<file path="config.mk">
export PLATFORM = sky130hd
export DESIGN_NAME = reload_counter_ctrl
export DESIGN_NICKNAME = d
export VERILOG_FILES = /design/src/rtl/reload_counter_ctrl.sv
export SDC_FILE = /design/constraint.sdc
export NUM_CORES = 1
export LEC_CHECK = 0
export ABC_CLOCK_PERIOD_IN_PS = 2300
export CAP_MARGIN = 20
export CORE_MARGIN = 4
export CORE_UTILIZATION = 45
export CTS_CLUSTER_DIAMETER = 80
export DETAILED_ROUTE_END_ITERATION = 12
export PLACE_DENSITY_LB_ADDON = 0.12
export SLEW_MARGIN = 20
export SYNTH_ARGS = -nofsm -noshare
export SYNTH_HDL_FRONTEND = slang
export SYNTH_SLANG_ARGS = --single-unit
</file>
<file path="constraint.sdc">
create_clock -name CLK -period 2.3 [get_ports CLK]
set_input_delay 0.46 -clock CLK [delete_from_list [all_inputs] [get_ports CLK]]
set_output_delay 0.46 -clock CLK [all_outputs]
set_load 0.03 [all_outputs]
</file>
<file path="src/rtl/reload_counter_ctrl.sv">
// Command-driven controller for a reloadable up counter: LOAD/START/STOP/CLEAR over
// a valid/ready handshake, terminal-count detection, auto-reload and event tally.
module reload_counter_ctrl #(
  parameter int unsigned           WIDTH    = 8,
  parameter logic [WIDTH-1:0]      TERMINAL = '1
) (
  input  logic             CLK,
  input  logic             RESET_BTN,
  input  logic             CMD_VALID,
  output logic             CMD_READY,
  input  logic [1:0]       CMD_OP,
  input  logic [WIDTH-1:0] CMD_DATA,
  input  logic             CE,
  input  logic             AUTO_RELOAD,
  output logic [WIDTH-1:0] COUNT,
  output logic [1:0]       STATE,
  output logic             BUSY,
  output logic             TC_PULSE,
  output logic [7:0]       TC_EVENTS
);

  typedef enum logic [1:0] {
    S_IDLE   = 2'b00,
    S_RUN    = 2'b01,
    S_PAUSED = 2'b10,
    S_DONE   = 2'b11
  } state_t;

  typedef enum logic [1:0] {
    OP_LOAD  = 2'b00,
    OP_START = 2'b01,
    OP_STOP  = 2'b10,
    OP_CLEAR = 2'b11
  } op_t;

  state_t           r_state;
  logic [WIDTH-1:0] r_count;
  logic [WIDTH-1:0] r_reload;
  logic             r_ready;
  logic             r_tc;
  logic [7:0]       r_events;

  op_t  w_op;
  logic w_accept;
  logic w_step;
  logic w_load;

  assign w_op     = op_t'(CMD_OP);
  assign w_accept = CMD_VALID & r_ready;
  assign w_load   = w_accept & (w_op == OP_LOAD);
  // STOP and CLEAR both have op[1] set; either one pre-empts the RUN step.
  assign w_step   = (r_state == S_RUN) & CE & ~(w_accept & CMD_OP[1]);

  always_ff @(posedge CLK or negedge RESET_BTN) begin
    if (!RESET_BTN) begin
      r_state  <= S_IDLE;
      r_count  <= '0;
      r_reload <= '0;
      r_ready  <= 1'b1;
      r_tc     <= 1'b0;
      r_events <= '0;
    end else begin
      r_ready <= ~w_accept;
      r_tc    <= 1'b0;

      if (w_step) begin
        if (r_count == TERMINAL) begin
          r_tc <= 1'b1;
          if (r_events != 8'hFF) r_events <= r_events + 8'd1;
          if (AUTO_RELOAD) r_count <= w_load ? CMD_DATA : r_reload;
          else             r_state <= S_DONE;
        end else begin
          r_count <= r_count + 1'b1;
        end
      end

      // Command effects are applied after the step so they take priority where they overlap.
      if (w_accept) begin
        unique case (w_op)
          OP_LOAD: begin
            r_reload <= CMD_DATA;
            if (r_state != S_RUN) r_count <= CMD_DATA;
          end
          OP_START: begin
            if (r_state == S_DONE) begin
              r_state <= S_RUN;
              r_count <= r_reload;
            end else if (r_state != S_RUN) begin
              r_state <= S_RUN;
            end
          end
          OP_STOP: begin
            if (r_state == S_RUN) r_state <= S_PAUSED;
          end
          OP_CLEAR: begin
            r_state  <= S_IDLE;
            r_count  <= r_reload;
            r_events <= '0;
          end
          default: ;
        endcase
      end
    end
  end

  assign CMD_READY = r_ready;
  assign COUNT     = r_count;
  assign STATE     = r_state;
  assign BUSY      = (r_state == S_RUN);
  assign TC_PULSE  = r_tc;
  assign TC_EVENTS = r_events;

endmodule

</file>
# [Yosys cells after proc, flatten, opt, wreduce, memory -nomap -nowiden]
# Index checks and enable logic that the tools add are counted.
[totals] reg_bits=28 output_inout_bits=21 elab_cells=48
[op_classes] n_addsub=2 eq_ne=8 mux=23 n_bitwise=7 reduce_logical=2
[op_table] op="2-to-1 mux 8 bit" count=12
[op_table] op="one-hot mux 8 bit (3 select lines)" count=1
[op_table] op="adder 8 x 1 -> 8 bit (second input constant)" count=2
[op_table] op="2-to-1 mux 2 bit" count=7
[op_table] op="== test 8 bit (second input constant)" count=1
[op_table] op="!= test 8 bit (second input constant)" count=1
[op_table] op="== test 2 bit (second input constant)" count=3
[op_table] op="one-hot mux 2 bit (3 select lines)" count=1
[op_table] op="AND 1 bit" count=5
[op_table] op="== test 2 x 1 -> 1 bit (second input constant)" count=2
[op_table] op="zero test 2 bit" count=1
[op_table] op="2-to-1 mux 1 bit" count=2
[op_table] op="!= test 2 x 1 -> 1 bit (second input constant)" count=1
[op_table] op="NOT 1 bit" count=2
[op_table] op="AND reduction 2 bit" count=1

# [Longest topological paths before layout]
# Gate-level depths: netlist of run 1.
[logic_depth] depth_word=9 depth_mapped=8

# [Worst setup path after synthesis of run 1]
# OpenSTA, ideal clock, no wires.
[synth_timing] path_type="register to register" startpoint="register r_ready (netlist: CMD_READY)" endpoint="register r_count[0] (netlist: COUNT[0])" setup_time_ps=122 arrival_ps=1978 slack_ps=200 stages_incl_launch_ff=5 n_path_buf=0 synth_period_minus_slack_ps=2100 cell_sequence="dfstp_2 nor4bb_4 mux2_2 a2111o_1 a32o_1"
[synth_between] elab_chain_cells=9 elab_cells_between_ends=13
[synth_lines] item="start: declaration" line_no="39" text="logic r_ready;"
[synth_lines] item="start signal: assignment" line_no="63" text="r_ready <= ~w_accept;"
[synth_lines] item="AND 1 bit (*)" line_no="49" text="assign w_accept = CMD_VALID & r_ready;"
[synth_lines] item="AND 1 bit" line_no="50" text="assign w_load = w_accept & (w_op == OP_LOAD);"
[synth_lines] item="2-to-1 mux 8 bit (2 in series)" line_no="70" text="if (AUTO_RELOAD) r_count <= w_load ? CMD_DATA : r_reload;"
[synth_lines] item="2-to-1 mux 8 bit" line_no="67" text="if (r_count == TERMINAL) begin"
[synth_lines] item="2-to-1 mux 8 bit" line_no="66" text="if (w_step) begin"
[synth_lines] item="2-to-1 mux 8 bit (on tied branches)" line_no="85, 82"
[synth_lines] item="one-hot mux 8 bit (3 select lines)" line_no="79" text="unique case (w_op)"
[synth_lines] item="2-to-1 mux 8 bit (*)" line_no="78" text="if (w_accept) begin"
[synth_lines] item="end signal: assignment" line_no="70"
[synth_lines] item="end signal: assignment" line_no="73" text="r_count <= r_count + 1'b1;"
[synth_lines] item="end signal: assignment" line_no="87" text="r_count <= r_reload;"
[synth_lines] item="end: declaration" line_no="37" text="logic [WIDTH-1:0] r_count;"
# Mark *: on every way between the ends. The rest lies on a longest branch, timed or not.
# A chain may end at the register's enable or synchronous reset.

# [Worst setup path in the final report of run 1]
[layout_timing] startpoint="register r_state[0] (netlist: STATE[0])" endpoint="output port BUSY"
[layout_between] elab_chain_cells=1
[layout_lines] item="start: declaration" line_no="36" text="state_t r_state;"
[layout_lines] item="start signal: assignment" line_no="56" text="r_state <= S_IDLE;"
[layout_lines] item="start signal: assignment" line_no="71" text="else r_state <= S_DONE;"
[layout_lines] item="start signal: assignment" line_no="86" text="r_state <= S_RUN;"
[layout_lines] item="== test 2 x 1 -> 1 bit" line_no="109" text="assign BUSY = (r_state == S_RUN);"
[layout_lines] item="end: declaration" line_no="17" text="output logic BUSY,"
# Every way passes these cells.

==> results of run 1 <==
## cells in the final DEF, fill, tap and decap left out, types with 2 or more instances in the layout
master           Yosys  routed
a21oi_1             13      13
a22oi_1              4       4
a31oi_1              3       3
and2_1               5       5
and3_1               7       7
and3b_1              3       3
and4_2               2       2
buf_4                1      15
clkbuf_8             0       4
clkdlybuf4s50_1      0      35
dfrtp_1             27      27
ha_1                 2       2
inv_1                7       7
mux2_2               8       8
mux2i_1              2       2
nand2_1             11      11
nand2b_1             2       2
nand3_1             11      11
nand4_1              4       4
nor2_1              10      10
nor2b_1              5       5
nor3_1              10      10
nor4_1               2       2
nor4b_1              3       3
o211ai_1             3       3
o21a_1               2       2
o21ai_0              8       8
o221ai_1             2       2
o311ai_0             2       2
o31ai_1              3       3
o32ai_1              4       4
## critical path, cell delays in order, from the launching register on
cell	delay, ns
dfrtp_1	0.50
nor2b_1	0.21
clkdlybuf4s50_1	0.69
## state kept, by name (all words and copies together), names as in the netlist
name and flops:
CMD_READY 1, COUNT 8, STATE 2, TC_EVENTS 8, TC_PULSE 1, r_reload 8
## worst min path at each step
stage                     cells past startpoint  slack, ns     endpoint   startpoint
after floorplan                               0       0.16     COUNT[0]    RESET_BTN
after global placement                        1       0.51  r_reload[1]  r_reload[1]
after detailed placement                      1       0.53  r_reload[1]  r_reload[1]
after CTS                                     1       0.55  r_reload[1]  r_reload[1]
after global routing                          1       0.58  r_reload[6]  r_reload[6]
final                                         2       0.55     COUNT[6]    RESET_BTN
## per-stage QoR
step	std cells	worst slack, ns	utilization	setup TNS (ns)
floorplan	201	0.200	-	0
global placement	290	-0.0716	0.583	-0.113
detailed placement	290	-0.118	0.583	-0.320
CTS	294	0.149	0.597	0
global route	294	0.0186	0.597	0
finish	294	0.159	0.597	0
## per-layer routing
layer	part of all wire	vias to the layer above	wire [um]	global-route usage
met1	0.46	907	2390	0.313
li1	-	865	-	-
met3	0.067	4	349	0.0263
met2	0.46	71	2410	0.322
met4	0.0077	0	40	0.0594
met5	0	-	0	0
## power by group
part	leakage, nW	total [W]	internal (W)	switching [W]
logic	0.554	0.000651	0.000307	0.000344
registers	0.360	0.000692	0.000578	0.000114
clock network	0.0288	0.000316	0.000153	0.000162
total	0.943	0.00166	0.00104	0.000619
## cells by family after synthesis
| group | synth area share |
|---|---|
| fa+ha+maj | 0.0134 |
| buf+inv | 0.0488 |
| compound gates | 0.216 |
| simple gates | 0.284 |
| xor+xnor | 0.00468 |
| mux | 0.0588 |
| flops | 0.375 |
## layout make-up
cell class / instances / area [um^2]
fill: 342 / 1610
multi-input combinational: 155 / 1080
sequential: 28 / 702
timing repair buffer: 50 / 463
tap: 50 / 62.6
clock buffer: 4 / 55.1
inverter: 7 / 26.3
==> summary.md, run 1 <==
| Metric | Value |
|---|---|
| Worst EP arrival | 1.68 ns |
| Number of routed nets with antenna violations | 0 |
| Mapped Cells | 201 |
| Starting Density | 0.468 |
| Setup Buffers After CTS | 0 |
| GRT Residual Overflow | 0 |
| Number of gates resized after CTS | 0 |
| Die ar. | 5260 um^2 |
| Synth top area cells | dfrtp_1, mux2_2, a21oi_1, nand3_1, nor3_1 |
| Mapped Area | 1870 um^2 |
| Vias post-DR | 1847 |
| Initial antenna violation count | 0 |
| Nets | 262 |
| Type of the worst min-delay path | input pin to async pin |
| Max-Cap Viols | 0 |
| R2r worst-path depth | 4 |
| Final Cycle Share | 0.931 |
| Vias/cell | 6.28 |
| CTS H-Tree Depth | 1 |
| Final Skew | 0.00477 ns |
| Leak pwr | 0.943 nW |
| Worst R2R Start | CMD_READY |
| Synth cell count leaders | dfrtp_1, a21oi_1, nand2_1, nand3_1 |
| Maximum VDD drop | 0.455 mV |
| Num rows | 23 |
| #FFs+latches synth | 28 |
| Detail Placement HPWL | 3910 um |
| Tmin final | 2.14 ns |
| IO Port Bufs | 35 |
| Area grow syn2layout | 27.5% |
| Pwr dens | 694 nW/um^2 |
| Final setup viols | 0 |
| Pre-Repair DR Iteration Count | 4 |
| Reg2Reg Setup Slack | 0.25 ns |
| First-pass GRT wire length | 8760 um |
| CTS tree | done |
| CTS Root Buffer Type | clkbuf_8 |
| Fmax | 0.467 GHz |
| Worst skew pair latency | 0.28 ns |
| CTS Buffer Depth | 2 |
| Fin area | 2390 um^2 |
| Cts hold-fix bufs | 0 |
| Vias in the first global route | 1781 |
| DRC violations left | 0 |
| Syn. warnings | 0 |
| I/O Pins | 36 |
| Cell variety after synth | 58 |
| Hold_ws | 0.545 ns |
| Final Power | 0.00166 W |
| Final WL | 5190 um |
| Worst Setup EP | BUSY |
| Core region area | 4000 um^2 |
| CP Capture Type | output port |
| RSZ-0062 raised after global routing | no |
| Slew Viols, Final | 0 |
| Post-Syn Area per Cell | 9.32 um^2 |
| Critical path startpoint | STATE[0] |
| Area leader, netlist | dfrtp_1 |
| Async S/R FF share, synth | 1.00 |
| R2r endpoint | COUNT[0] |
| Drt wl/cell | 17.7 um |
| Required @ worst endpoint | 1.84 ns |
| Die Y-Extent | 72.5 um |
| Placed inst area | 2330 um^2 |
| Overall Global Routing Usage | 0.210 |
| Worst-margin pin slew | 0.557 ns |
| Sequential area share after synthesis | 0.375 |
| Ant. Diodes | 0 |
| Synth Flop Type | dfrtp_1 |
| Final hold viol count | 0 |
| Synth Net Count | 218 |
| Largest net degree at the start of global routing | 29 |
| CP Launch Type | flop |
| Num CTS Buffers | 3 |
| Most common cell in the synthesized netlist | dfrtp_1 |
| Critical path class | flop to output port |
| Initial drt markers | 142 |
| Total clock sinks | 28 |
| Worst-path clk slew | 0.10 ns |
| Crit path max fanout | 9 |
| Die Wd | 72.5 um |
| Rel. slew slack | 0.628 |
| Layout cells sized above 1 | 0.160 |
| Number of flops mapped to enable cells by yosys | 0 |
| GP Congestion | 0.890 |
| Post-synth top area share | 0.361 |
| Status | finished, final reports clean |
(Power assumes the default switching activity.)
==> run 2, diff against run 1 <==
CORE_MARGIN = 2   (was 4)
DONT_BUFFER_PORTS = 1   (was unset)
==> run 2 against run 1 <==
- worst setup slack gained 0.15 ns
- register-to-register slack gained 0.06 ns
- sequential power shrank 3.2%
- first-iteration DRC count grew 37%
- flip-flop and latch count is the same
- combinational power shrank 10%
- count of clock-buffer cells in the layout is the same
- cell area shrank 12%
- critical path type is now flop to flop
- largest power group unchanged
==> summary.md, run 2 (synthesis results as in run 1) <==
| Metric | Value |
|---|---|
| Critical path class | flop to flop |
| Min-Delay Endpoint | r_reload[6] |
| Die Y-Extent | 68.5 um |
| Comb pwr share | 0.372 |
| Die ar. | 4690 um^2 |
| R2r endpoint | TC_EVENTS[7] |
| RSZ-0062 raised after global routing | no |
| Final Cycle Share | 0.866 |
| Overall Global Routing Usage | 0.243 |
| I/O Pins | 36 |
| GRT Residual Overflow | 0 |
| CP Launch Type | flop |
| Total clock sinks | 28 |
| Status | finished, final reports clean |
| Area grow syn2layout | 12.6% |
| Worst R2R Start | COUNT[0] |
| Drt wl/cell | 19.6 um |
| Worst-path clk slew | 0.10 ns |
| Net Sw Frac | 0.385 |
| Commonest non-fill, non-tap cell in the layout | dfrtp_1 |
| Required @ worst endpoint | 2.50 ns |
| CP Capture Type | flop |
| Die Wd | 68.5 um |
| Placed inst area | 2010 um^2 |
| Fmax | 0.502 GHz |
| Vias/cell | 6.62 |
| Net Switching | 0.000605 W |
| Largest net degree at the start of global routing | 28 |
| Maximum VDD drop | 0.567 mV |
| Flop pwr share | 0.426 |
| Final Skew | 0.00422 ns |
| Crit path max fanout | 12 |
| Final hold viol count | 0 |
| Final setup viols | 0 |
| Initial drt markers | 195 |
| Worst path cell trace | ha_1 -> and3_1 -> nand4_4 -> inv_1 -> a41oi_1 -> nor3_1 |
| Vias in the first global route | 1687 |
| First-pass GRT wire length | 8500 um |
| HP Start | CMD_DATA[6] |
| Number of gates resized after CTS | 0 |
| Slowest cell on crit path | and3_1 |
| Worst hold path cell count | 1 |
| Worst skew pair latency | 0.28 ns |
| CTS H-Tree Depth | 1 |
| Rel. slew slack | 0.653 |
| Leak pwr | 0.855 nW |
| Final core occ | 0.527 |
| IO Port Bufs | 0 |
| Post-Place Cells | 259 |
| Reg2Reg Setup Slack | 0.31 ns |
| Num CTS Buffers | 3 |
| Pre-Repair DR Iteration Count | 4 |
| Commonest non-fill, non-tap cells in the layout | dfrtp_1, buf_4, a21oi_1, nand2_1, nand3_1 |
| CTS Buffer Depth | 2 |
| DRC violations left | 0 |
| Number of routed nets with antenna violations | 0 |
| GP Congestion | 0.887 |
| Initial antenna violation count | 0 |
| Tmin final | 1.99 ns |
| Pwr dens | 745 nW/um^2 |
| Layout cells sized above 1 | 0.204 |
| Fin area | 2110 um^2 |
| Worst EP arrival | 2.19 ns |
| Final Power | 0.00157 W |
| CTS Root Buffer Type | clkbuf_8 |
| Final TNS setup | 0 ns |
| Core region area | 4000 um^2 |
| Clock power share | 0.202 |
| CTS tree | done |
| Type of the worst min-delay path | input pin to flop |
| Ant. Diodes | 0 |
| Vias post-DR | 1760 |
| R2r worst-path depth | 6 |
| Slew Viols, Final | 0 |
| Final WL | 5220 um |
| Int Pwr | 0.000966 W |
| Non-filler cells in the finished layout | 266 |
| Slowest stage delay, CP | 0.41 ns |
| Max-Cap Viols | 0 |
| Num rows | 23 |
| Worst-margin pin slew | 0.516 ns |
| Nets | 234 |
| Starting Density | 0.468 |
| Detail Placement HPWL | 3820 um |
## run 2: cell count changes in the layout (fill, tap and decap cells not counted)
cell	previous run	this run
buf_12	0	1
buf_4	15	19
clkdlybuf4s50_1	35	0
dlygate4sd3_1	0	2
## run 2: layout make-up
cell class | instances | area [um^2]
Clock buffer | 4 | 55.1
Sequential cell | 28 | 702
Timing Repair Buffer | 22 | 183
Inverter | 7 | 26.3
Tap cell | 50 | 62.6
Multi-Input combinational cell | 155 | 1080
Fill cell | 374 | 1890
## run 2: worst max-delay path by stage
stage | from | endpoint | slack (ns) | depth (start not counted)
2_1_floorplan | CMD_READY | COUNT[0] | 0.20 | 4
3_3_place_gp | CMD_READY | COUNT[0] | 0.36 | 4
3_5_place_dp | CMD_READY | COUNT[0] | 0.33 | 4
4_1_cts | CMD_READY | COUNT[0] | 0.31 | 4
5_1_grt | COUNT[1] | TC_EVENTS[7] | 0.14 | 6
6_report | COUNT[0] | TC_EVENTS[7] | 0.31 | 6
## run 2: critical path, delay by kind of cell, from the launching register on
kind / cells / cell delay [ns]
adders and majority gates: 1 / 0.21
AOI/OAI and AO/OA: 1 / 0.18
buffers and inverters: 1 / 0.33
and+or+nand+nor: 3 / 0.84
DFF: 1 / 0.36
## run 2: metrics by stage
stage / setup WS [ns] / hold WS [ns]
6_report: 0.307 / 0.325
4_1_cts: 0.312 / 0.00681
5_1_grt: 0.142 / 0.312
3_5_place_dp: 0.329 / 0.165
3_3_place_gp: 0.363 / 0.165
2_1_floorplan: 0.200 / 0.164
## run 2: per-layer routing
metal,vias to the layer above,track usage,part of all wire,routed length (um)
li1,804,-,-,-
met1,851,0.339,0.42,2180
met2,93,0.370,0.46,2410
met3,12,0.0536,0.10,523
met4,0,0.0800,0.020,103
met5,-,0,0,0
## run 2: repair_timing
action / 4_1_cts / 5_1_grt
endpoints found under the hold margin: 27 / 1
hold buffers: 2 / 1
setup buffers: 0 / 0
## run 2: power groups by stage
stage               Sequential (W)  Clock, W  Combinational, W
finish                    0.000670  0.000317          0.000585
CTS                       0.000667  0.000323          0.000584
floorplan                 0.000780         0          0.000293
global route              0.000683  0.000346          0.000634
global placement          0.000672         0          0.000557
detailed placement        0.000675         0          0.000567
